`src/rtl/sample_fetch_fsm_if.sv`:
```
// Avalon-MM-style read master bus between the sample fetch FSM and flash/SDRAM.
interface sample_fetch_fsm_if #(
  parameter int unsigned ADDR_W = 23
);
  logic [ADDR_W-1:0] mem_address;
  logic              mem_read;
  logic              mem_waitrequest;
  logic [31:0]       mem_readdata;
  logic              mem_readdatavalid;

  modport master (
    output mem_address,
    output mem_read,
    input  mem_waitrequest,
    input  mem_readdata,
    input  mem_readdatavalid
  );

  modport slave (
    input  mem_address,
    input  mem_read,
    output mem_waitrequest,
    output mem_readdata,
    output mem_readdatavalid
  );
endinterface

```
`src/rtl/sample_fetch_fsm.sv`:
```
// Sample fetch FSM: turns synchronized sample strobes into 16-bit audio samples
// unpacked two-per-word from 32-bit memory reads, with forward/reverse
// playback, pause, restart and address wrap between START_ADDR and END_ADDR.
// Optional macro SAMPLE_MISS_CNT_EN enables the saturating dropped-strobe counter.
module sample_fetch_fsm #(
  parameter int unsigned          ADDR_W     = 23,
  parameter logic [ADDR_W-1:0]    START_ADDR = ADDR_W'(32'h0000_0000),
  parameter logic [ADDR_W-1:0]    END_ADDR   = ADDR_W'(32'h0007_FFFF)
) (
  input  logic                outclk,
  input  logic                reset_n,
  input  logic                sample_stb,
  input  logic                enable,
  input  logic                direction,
  input  logic                restart,
  sample_fetch_fsm_if.master  mem,
  output logic [15:0]         audio_data,
  output logic                audio_valid,
  output logic                busy,
  output logic [15:0]         miss_count
);

  localparam int unsigned SAMPLE_W = 16;
  localparam int unsigned WORD_W   = 32;

  typedef enum logic [1:0] {
    IDLE      = 2'd0,
    REQ       = 2'd1,
    WAIT_DATA = 2'd2,
    EMIT      = 2'd3
  } state_t;

  state_t              state;
  logic [ADDR_W-1:0]   addr_q;
  logic                read_q;
  logic [WORD_W-1:0]   word_q;
  logic                buf_valid;
  logic                half;
  logic                dir_q;
  logic                restart_pend;

  logic                accept_c;
  logic                restart_eff_c;
  logic                sel_hi_c;
  logic [SAMPLE_W-1:0] sample_c;
  logic [ADDR_W-1:0]   step_addr_c;

  assign mem.mem_address = addr_q;
  assign mem.mem_read    = read_q;

  // Strobe qualification and restart that is pending or arriving this cycle
  assign accept_c      = sample_stb & enable;
  assign restart_eff_c = restart | restart_pend;

  // Half selection: forward emits low half first, reverse emits high half first
  assign sel_hi_c = dir_q ^ half;
  assign sample_c = sel_hi_c ? word_q[WORD_W-1:SAMPLE_W] : word_q[SAMPLE_W-1:0];

  // Next word address in the direction the current word was fetched with
  always_comb begin
    step_addr_c = addr_q;
    if (!dir_q) begin
      step_addr_c = (addr_q == END_ADDR) ? START_ADDR : addr_q + ADDR_W'(1);
    end else begin
      step_addr_c = (addr_q == START_ADDR) ? END_ADDR : addr_q - ADDR_W'(1);
    end
  end

  // Fetch/emit state machine with registered outputs
  always_ff @(posedge outclk or negedge reset_n) begin
    if (!reset_n) begin
      state        <= IDLE;
      addr_q       <= START_ADDR;
      read_q       <= 1'b0;
      word_q       <= '0;
      buf_valid    <= 1'b0;
      half         <= 1'b0;
      dir_q        <= 1'b0;
      restart_pend <= 1'b0;
      audio_data   <= '0;
      audio_valid  <= 1'b0;
      busy         <= 1'b0;
    end else begin
      audio_valid <= 1'b0;
      if (restart) begin
        restart_pend <= 1'b1;
      end
      case (state)
        IDLE: begin
          if (restart_eff_c) begin
            addr_q       <= direction ? END_ADDR : START_ADDR;
            buf_valid    <= 1'b0;
            half         <= 1'b0;
            restart_pend <= 1'b0;
          end else if (accept_c) begin
            busy <= 1'b1;
            if (buf_valid) begin
              state <= EMIT;
            end else begin
              state  <= REQ;
              read_q <= 1'b1;
            end
          end
        end
        REQ: begin
          if (!mem.mem_waitrequest) begin
            read_q <= 1'b0;
            dir_q  <= direction;
            state  <= WAIT_DATA;
          end
        end
        WAIT_DATA: begin
          if (mem.mem_readdatavalid) begin
            word_q    <= mem.mem_readdata;
            buf_valid <= 1'b1;
            half      <= 1'b0;
            state     <= EMIT;
          end
        end
        EMIT: begin
          audio_data  <= sample_c;
          audio_valid <= 1'b1;
          busy        <= 1'b0;
          state       <= IDLE;
          if (!half) begin
            half <= 1'b1;
          end else begin
            half      <= 1'b0;
            buf_valid <= 1'b0;
            addr_q    <= step_addr_c;
          end
        end
        default: begin
          state  <= IDLE;
          read_q <= 1'b0;
          busy   <= 1'b0;
        end
      endcase
    end
  end

`ifdef SAMPLE_MISS_CNT_EN
  logic        miss_c;
  logic [15:0] miss_q;

  // A play-mode strobe is missed when busy or when a restart takes priority
  assign miss_c = accept_c & ((state != IDLE) | restart_eff_c);

  // Saturating dropped-strobe counter, cleared only by reset
  always_ff @(posedge outclk or negedge reset_n) begin
    if (!reset_n) begin
      miss_q <= '0;
    end else if (miss_c && (miss_q != 16'hFFFF)) begin
      miss_q <= miss_q + 16'd1;
    end
  end

  assign miss_count = miss_q;
`else
  assign miss_count = 16'h0000;
`endif

endmodule

```
`src/flat_wrapper.sv`:
```
// flat-port wrapper written by rule: the top's interface ports become plain ports
module sample_fetch_fsm_flat 
#(
  parameter int unsigned          ADDR_W     = 23,
  parameter logic [ADDR_W-1:0]    START_ADDR = ADDR_W'(32'h0000_0000),
  parameter logic [ADDR_W-1:0]    END_ADDR   = ADDR_W'(32'h0007_FFFF)
)
  (outclk, reset_n, sample_stb, enable, direction, restart, audio_data, audio_valid, busy, miss_count, mem_mem_address, mem_mem_read, mem_mem_waitrequest, mem_mem_readdata, mem_mem_readdatavalid);
  sample_fetch_fsm_if #(.ADDR_W(ADDR_W)) mem_i ();
  input  logic outclk;
  input  logic reset_n;
  input  logic sample_stb;
  input  logic enable;
  input  logic direction;
  input  logic restart;
  output logic [15:0] audio_data;
  output logic audio_valid;
  output logic busy;
  output logic [15:0] miss_count;
  output wire logic [$bits(mem_i.mem_address)-1:0] mem_mem_address;
  output wire logic [$bits(mem_i.mem_read)-1:0] mem_mem_read;
  input wire logic [$bits(mem_i.mem_waitrequest)-1:0] mem_mem_waitrequest;
  input wire logic [$bits(mem_i.mem_readdata)-1:0] mem_mem_readdata;
  input wire logic [$bits(mem_i.mem_readdatavalid)-1:0] mem_mem_readdatavalid;
  assign mem_mem_address = mem_i.mem_address;
  assign mem_mem_read = mem_i.mem_read;
  assign mem_i.mem_waitrequest = mem_mem_waitrequest;
  assign mem_i.mem_readdata = mem_mem_readdata;
  assign mem_i.mem_readdatavalid = mem_mem_readdatavalid;
  sample_fetch_fsm #(.ADDR_W(ADDR_W), .START_ADDR(START_ADDR), .END_ADDR(END_ADDR)) u_core (.outclk(outclk), .reset_n(reset_n), .sample_stb(sample_stb), .enable(enable), .direction(direction), .restart(restart), .mem(mem_i), .audio_data(audio_data), .audio_valid(audio_valid), .busy(busy), .miss_count(miss_count));
endmodule
```
`config.mk`:
```
export PLATFORM = sky130hd
export DESIGN_NAME = sample_fetch_fsm_flat
export DESIGN_NICKNAME = d
export VERILOG_FILES = /design/src/rtl/sample_fetch_fsm_if.sv /design/src/rtl/sample_fetch_fsm.sv /design/src/flat_wrapper.sv
export SDC_FILE = /design/constraint.sdc
export NUM_CORES = 1
export LEC_CHECK = 0
export CAP_MARGIN = 40
export CORE_ASPECT_RATIO = 1.2
export CORE_MARGIN = 2
export CORE_UTILIZATION = 30
export CTS_BUF_LIST = sky130_fd_sc_hd__clkbuf_4 sky130_fd_sc_hd__clkbuf_8 sky130_fd_sc_hd__clkbuf_16
export DETAILED_ROUTE_END_ITERATION = 16
export SLEW_MARGIN = 40
export SYNTH_ARGS = -nofsm -noshare
export SYNTH_HDL_FRONTEND = slang
export SYNTH_SLANG_ARGS = --single-unit
```
`constraint.sdc`:
```
create_clock -name outclk -period 2.56 [get_ports outclk]
set_input_delay 0.512 -clock outclk [delete_from_list [all_inputs] [get_ports outclk]]
set_output_delay 0.512 -clock outclk [all_outputs]
set_load 0.02 [all_outputs]
```
-- Word level (Yosys, flattened, before mapping)
Cells that the tools add are included.
- logic and storage cells: 74
- bits in registers: 80
- input bits: 40
- output and inout port bits: 58
- bitwise operators: 4
- add/sub/neg operators: 2
- multiplexer cells: 33
- equal/unequal tests: 11
- reduce and logical (&&, ||, !) cells: 13
- operators with widths (kind ; number):
    2-to-1 mux 23 bit ; 5
    one-hot mux 23 bit (2 select lines) ; 1
    adder 23 x 1 -> 23 bit (second input constant) ; 1
    equality test 23 x 19 -> 1 bit (second input constant) ; 1
    logical NOT 23 bit ; 1
    subtractor 23 x 1 -> 23 bit (second input constant) ; 1
    2-to-1 mux 19 bit ; 1
    2-to-1 mux 16 bit ; 1
    2-to-1 mux 1 bit ; 15
    2-to-1 mux 2 bit ; 5
    AND reduction 3 bit ; 3
    != test 2 bit (second input constant) ; 4
    one-hot mux 2 bit (4 select lines) ; 1
    AND reduction 4 bit ; 2
    != test 2 x 1 -> 1 bit (second input constant) ; 3
    one-hot mux 1 bit (3 select lines) ; 2
    AND reduction 5 bit ; 1
    equality test 2 bit (second input constant) ; 2
    one-hot mux 1 bit (2 select lines) ; 2
    AND reduction 2 bit ; 2
    nonzero test 2 bit ; 2
    nonzero test 3 bit ; 1
    equality test 2 x 1 -> 1 bit (second input constant) ; 1
    logical NOT 2 bit ; 1
    other kinds (4) ; 4

-- Logic depth before layout (Yosys ltp)
- word-level depth: 5
- mapped depth: 10

-- Least setup slack after synthesis
OpenSTA, ideal clock, no wires.
- path kind: register to register
- start: reg u_core.addr_q[0] (netlist: u_core.mem.mem_address[0])
- end: reg u_core.addr_q[12] (netlist: u_core.mem.mem_address[12])
- arrival: 2.791 ns
- cell stages (with the launch flop): 11
- setup time: 0.129 ns
- data required time: 2.431 ns
- setup slack: -0.360 ns
- cells stage by stage: dfrtp_1 -> clkbuf_1 -> inv_1 -> ha_1 -> or4b_4 -> buf_6 -> or4_4 -> or3_1 -> xor2_1 -> a21oi_2 -> a2111o_1
- longest elaborated chain between the ends: 5
- elaborated cells between the ends (all ways): 9
- those cells by class: add/sub (2); eq/ne (1); mux (5); reduce/logical (1)
- ends and longest elaborated chain (what ; line ; text):
    from (decl) ; sample_fetch_fsm.sv:34 ; logic [ADDR_W-1:0] addr_q;
    from (signal assigned) ; sample_fetch_fsm.sv:91 ; addr_q <= direction ? END_ADDR : START_ADDR;
    from (signal assigned) ; sample_fetch_fsm.sv:130 ; addr_q <= step_addr_c;
    adder 23 x 1 -> 23 bit (tied with other cells) ; sample_fetch_fsm.sv:63 ; step_addr_c = (addr_q == END_ADDR) ? START_ADDR : addr_q + ADDR_W'(1);
    2-to-1 mux 23 bit, on equally long branches ; sample_fetch_fsm.sv:63, sample_fetch_fsm.sv:65 ;
    2-to-1 mux 23 bit * ; sample_fetch_fsm.sv:62 ; if (!dir_q) begin
    2-to-1 mux 23 bit * ; sample_fetch_fsm.sv:125 ; if (!half) begin
    one-hot mux 23 bit (2 select lines) * ; sample_fetch_fsm.sv:88 ; case (state)
Mark *: on every way between the ends. The rest lies on a longest branch, timed or not. The select of a mux whose other input is x is not followed.
A chain may end at the register's enable or synchronous reset.

-- Worst setup path after layout
- start: reg u_core.addr_q[1] (netlist: u_core.mem.mem_address[1])
- end: reg u_core.addr_q[12] (netlist: u_core.mem.mem_address[12])
Same word-level chain as after synthesis.

==> reports/metrics.cfg <==
[power]
leakagePower_uw = 0.002549
power_uw = 7965
vdd_drop_max_mv = 0.5349
power.density_nw_per_um2 = 1291

[worst_setup_path]
crit_type = reg2reg
crit_path_max_fanout = 3
start_kind = flip-flop
critPathArrivalTime_ps = 2760
worstPathRequired_ps = 2790
end_kind = flip-flop

[logic_synthesis]
synth_commonest_cells = 80 x dfrtp_1, 53 x nor2_1, 44 x a21oi_1
synth_seq_cells = 80
yosys.area_share.xor_xnor_pct = 1.891
synth_top_family_by_area = simple AND/OR/NAND/NOR gates
synth_edf_count = 0
synth_largest_area_cell = dfrtp_1
synth_ff_type = dfrtp_1
syn_area_um2 = 4631
seq_area_frac_synth_pct = 43.23
synth_area_leaders = dfrtp_1 43%, mux2_2 8.3%, a21oi_1 4.8%
synth.most_common_cell = dfrtp_1
syn_avg_cell_area_um2 = 9.412
synth_compound_area_share_pct = 15.40
synth-async-reset-ratio_pct = 100.0
synth.distinct_cells = 63
syn_inst = 492
synthMuxAreaShare_pct = 12.38
synth_warnings = 0
yosysTopAreaCellShare_pct = 43.23
yosys.area_share.simple_pct = 18.10
synthAdderAreaFrac_pct = 2.162

[route]
post-route-drc-count = 0
wl_met1_um = 5355
wl_per_cell_um = 16.75
top_layer_used = met4
drt_iter0_markers = 282
met2_length_um = 6587
drtPass1Iterations = 4
vias = 4153
viasPerCell = 5.178
drtAntennaViolNets = 0
routed_wl_um = 13430
dr_wl_met3_um = 1204

[grt]
antenna_found_initial = 0
gr-total-overflow = 0
grt_pass1_wl_um = 21840
grt_pass1_vias = 4143
grt_max_degree = 40
track_usage_pct = 16.70

[die]
placeableCoreArea_um2 = 15020
pin_count = 98
fp-row-count = 49
start_util_pct = 30.83
die_h_um = 140.1
die_area_um2 = 16450
fp.dieW_um = 117.4

[clock_tree]
post_cts_buffers = 0
cts_tree = yes
cts.path.max_buffers = 2
clock_sinks = 80
cts_max_level = 3
numCtsBuffers = 9
clkLatencyLatePin_ps = 350
holdBufCountCts = 0
cts-root-buf = clkbuf_16
clk_pin_slew_worst_paths_ps = 60

[worst_hold_path]
hp-class = in2async

[timing]
setup_slack_ps = 34.31
fmax_mhz = 395.9
grt_setup_unrepaired = yes
worst_pin_slew_ps = 623.1
relSlewSlack_pct = 58.46
finalClockSkew_ps = 7.672
min_period_ps = 2526
finalMaxSlewViolations = 0
finalSetupViolations = 0
hold_viol = 0
fin_crit_sh_pct = 98.66

[final_layout]
syn_to_final_growth_pct = 33.26
drive_gt1_share_pct = 19.57
final_nets = 642
fin_cells = 802
diodes = 0
final_area_um2 = 6171
utilization_pct = 41.08

[place]
dp_cells = 787
dp_hpwl_um = 9753
placed_area_um2 = 5859
place_ws_ps = -40.71
numPortBuffers = 81
place_congestion = 0.9609

[run_status]
status = finished, final reports clean

[run]
cap_violations = 0

-- cells by family (layout without fill, tap and decap cells) --
logic type,Yosys count,count (layout)
flops,80,80
simple gates,167,167
compound gates,113,113
other cells,1,16
buf+inv,60,151
xor+xnor,10,10
fa+ha+maj,8,8
mux,53,53
-- layer usage --
layer / up-vias / GRT usage [%]
met3: 19 / 5.456
met2: 161 / 28.07
met1: 2017 / 19.62
met4: 0 / 7.102
li1: 1956 / -
met5: - / 0
-- cell usage in the layout, fill, tap and decap left out, types with 3 or more instances in the layout --
cell type        count
clkdlybuf4s50_1     80
dfrtp_1             78
nor2_1              53
buf_4               48
a21oi_1             44
mux2_2              34
nand2_1             30
o21ai_0             22
mux2i_1             19
nor3_1              19
conb_1              16
nand3_1             11
clkbuf_16            9
nand4_1              8
nor4_1               7
ha_1                 7
inv_1                6
a31oi_1              6
or3_1                6
nor3b_1              5
and3_1               5
xnor2_1              5
o22ai_1              4
o211ai_1             4
and2_1               3
nand2b_1             3
a311oi_1             3
xor2_1               3
or4_1                3
a221o_1              3
a41oi_1              3
-- path summary, 6_finish.rpt --
path,startpoint,end,slack (ps),cells after the start
max reg2reg,u_core.mem.mem_address[1],u_core.mem.mem_address[12],30,8
max in group asynchronous,reset_n,u_core.audio_data[1],1710,2
min in group outclk,u_core.word_q[21],u_core.word_q[21],500,1
min,reset_n,u_core.buf_valid,140,1
max,u_core.mem.mem_address[1],u_core.mem.mem_address[12],30,8
min reg2reg,u_core.word_q[21],u_core.word_q[21],500,1
-- stage by stage --
step	hold slack, ps	TNS (ps)
2_1_floorplan	216.4	-265.7
3_3_place_gp	487.0	-30.99
3_5_place_dp	494.3	-40.71
4_1_cts	155.6	-16.19
5_1_grt	187.8	-30.00
6_report	143.1	0
-- worst max-delay path, cell delays in order (launching register included) --
cell,delay (ps)
dfrtp_2,420
inv_4,70
ha_4,130
or4b_4,470
or4_4,430
or3_4,390
xor2_2,140
a21oi_2,70
a2111o_1,290
-- sequential cells by signal, summed over array words and instances, names as in the netlist --
register	flops
u_core.busy	1
u_core.audio_data	16
u_core.state	2
u_core.audio_valid	1
u_core.word_q	32
u_core.buf_valid	1
u_core.restart_pend	1
u_core.mem.mem_address	23
u_core.mem.mem_read	1
u_core.half	1
u_core.dir_q	1
-- power by group --
part | internal [uW] | switching [uW]
combinational | 2000 | 2340
clock | 776 | 525
sequential | 1880 | 443
total | 4660 | 3310
-- cell type report --
cell class,instances,area [um2]
Fill cell,1509,8850
Multi-Input combinational cell,367,2420
Sequential cell,80,2004
Timing Repair Buffer,128,1161
Tap cell,204,255.2
Clock buffer,10,239.0
Clock inverter,5,56.30
Inverter,8,35.03
-- repair_timing --
action | CTS | global route
gates resized for setup | 0 | 3
endpoints found under the setup margin | 1 | 3
pin swaps | 2 | 1
Power figures use the tool's default switching activity.
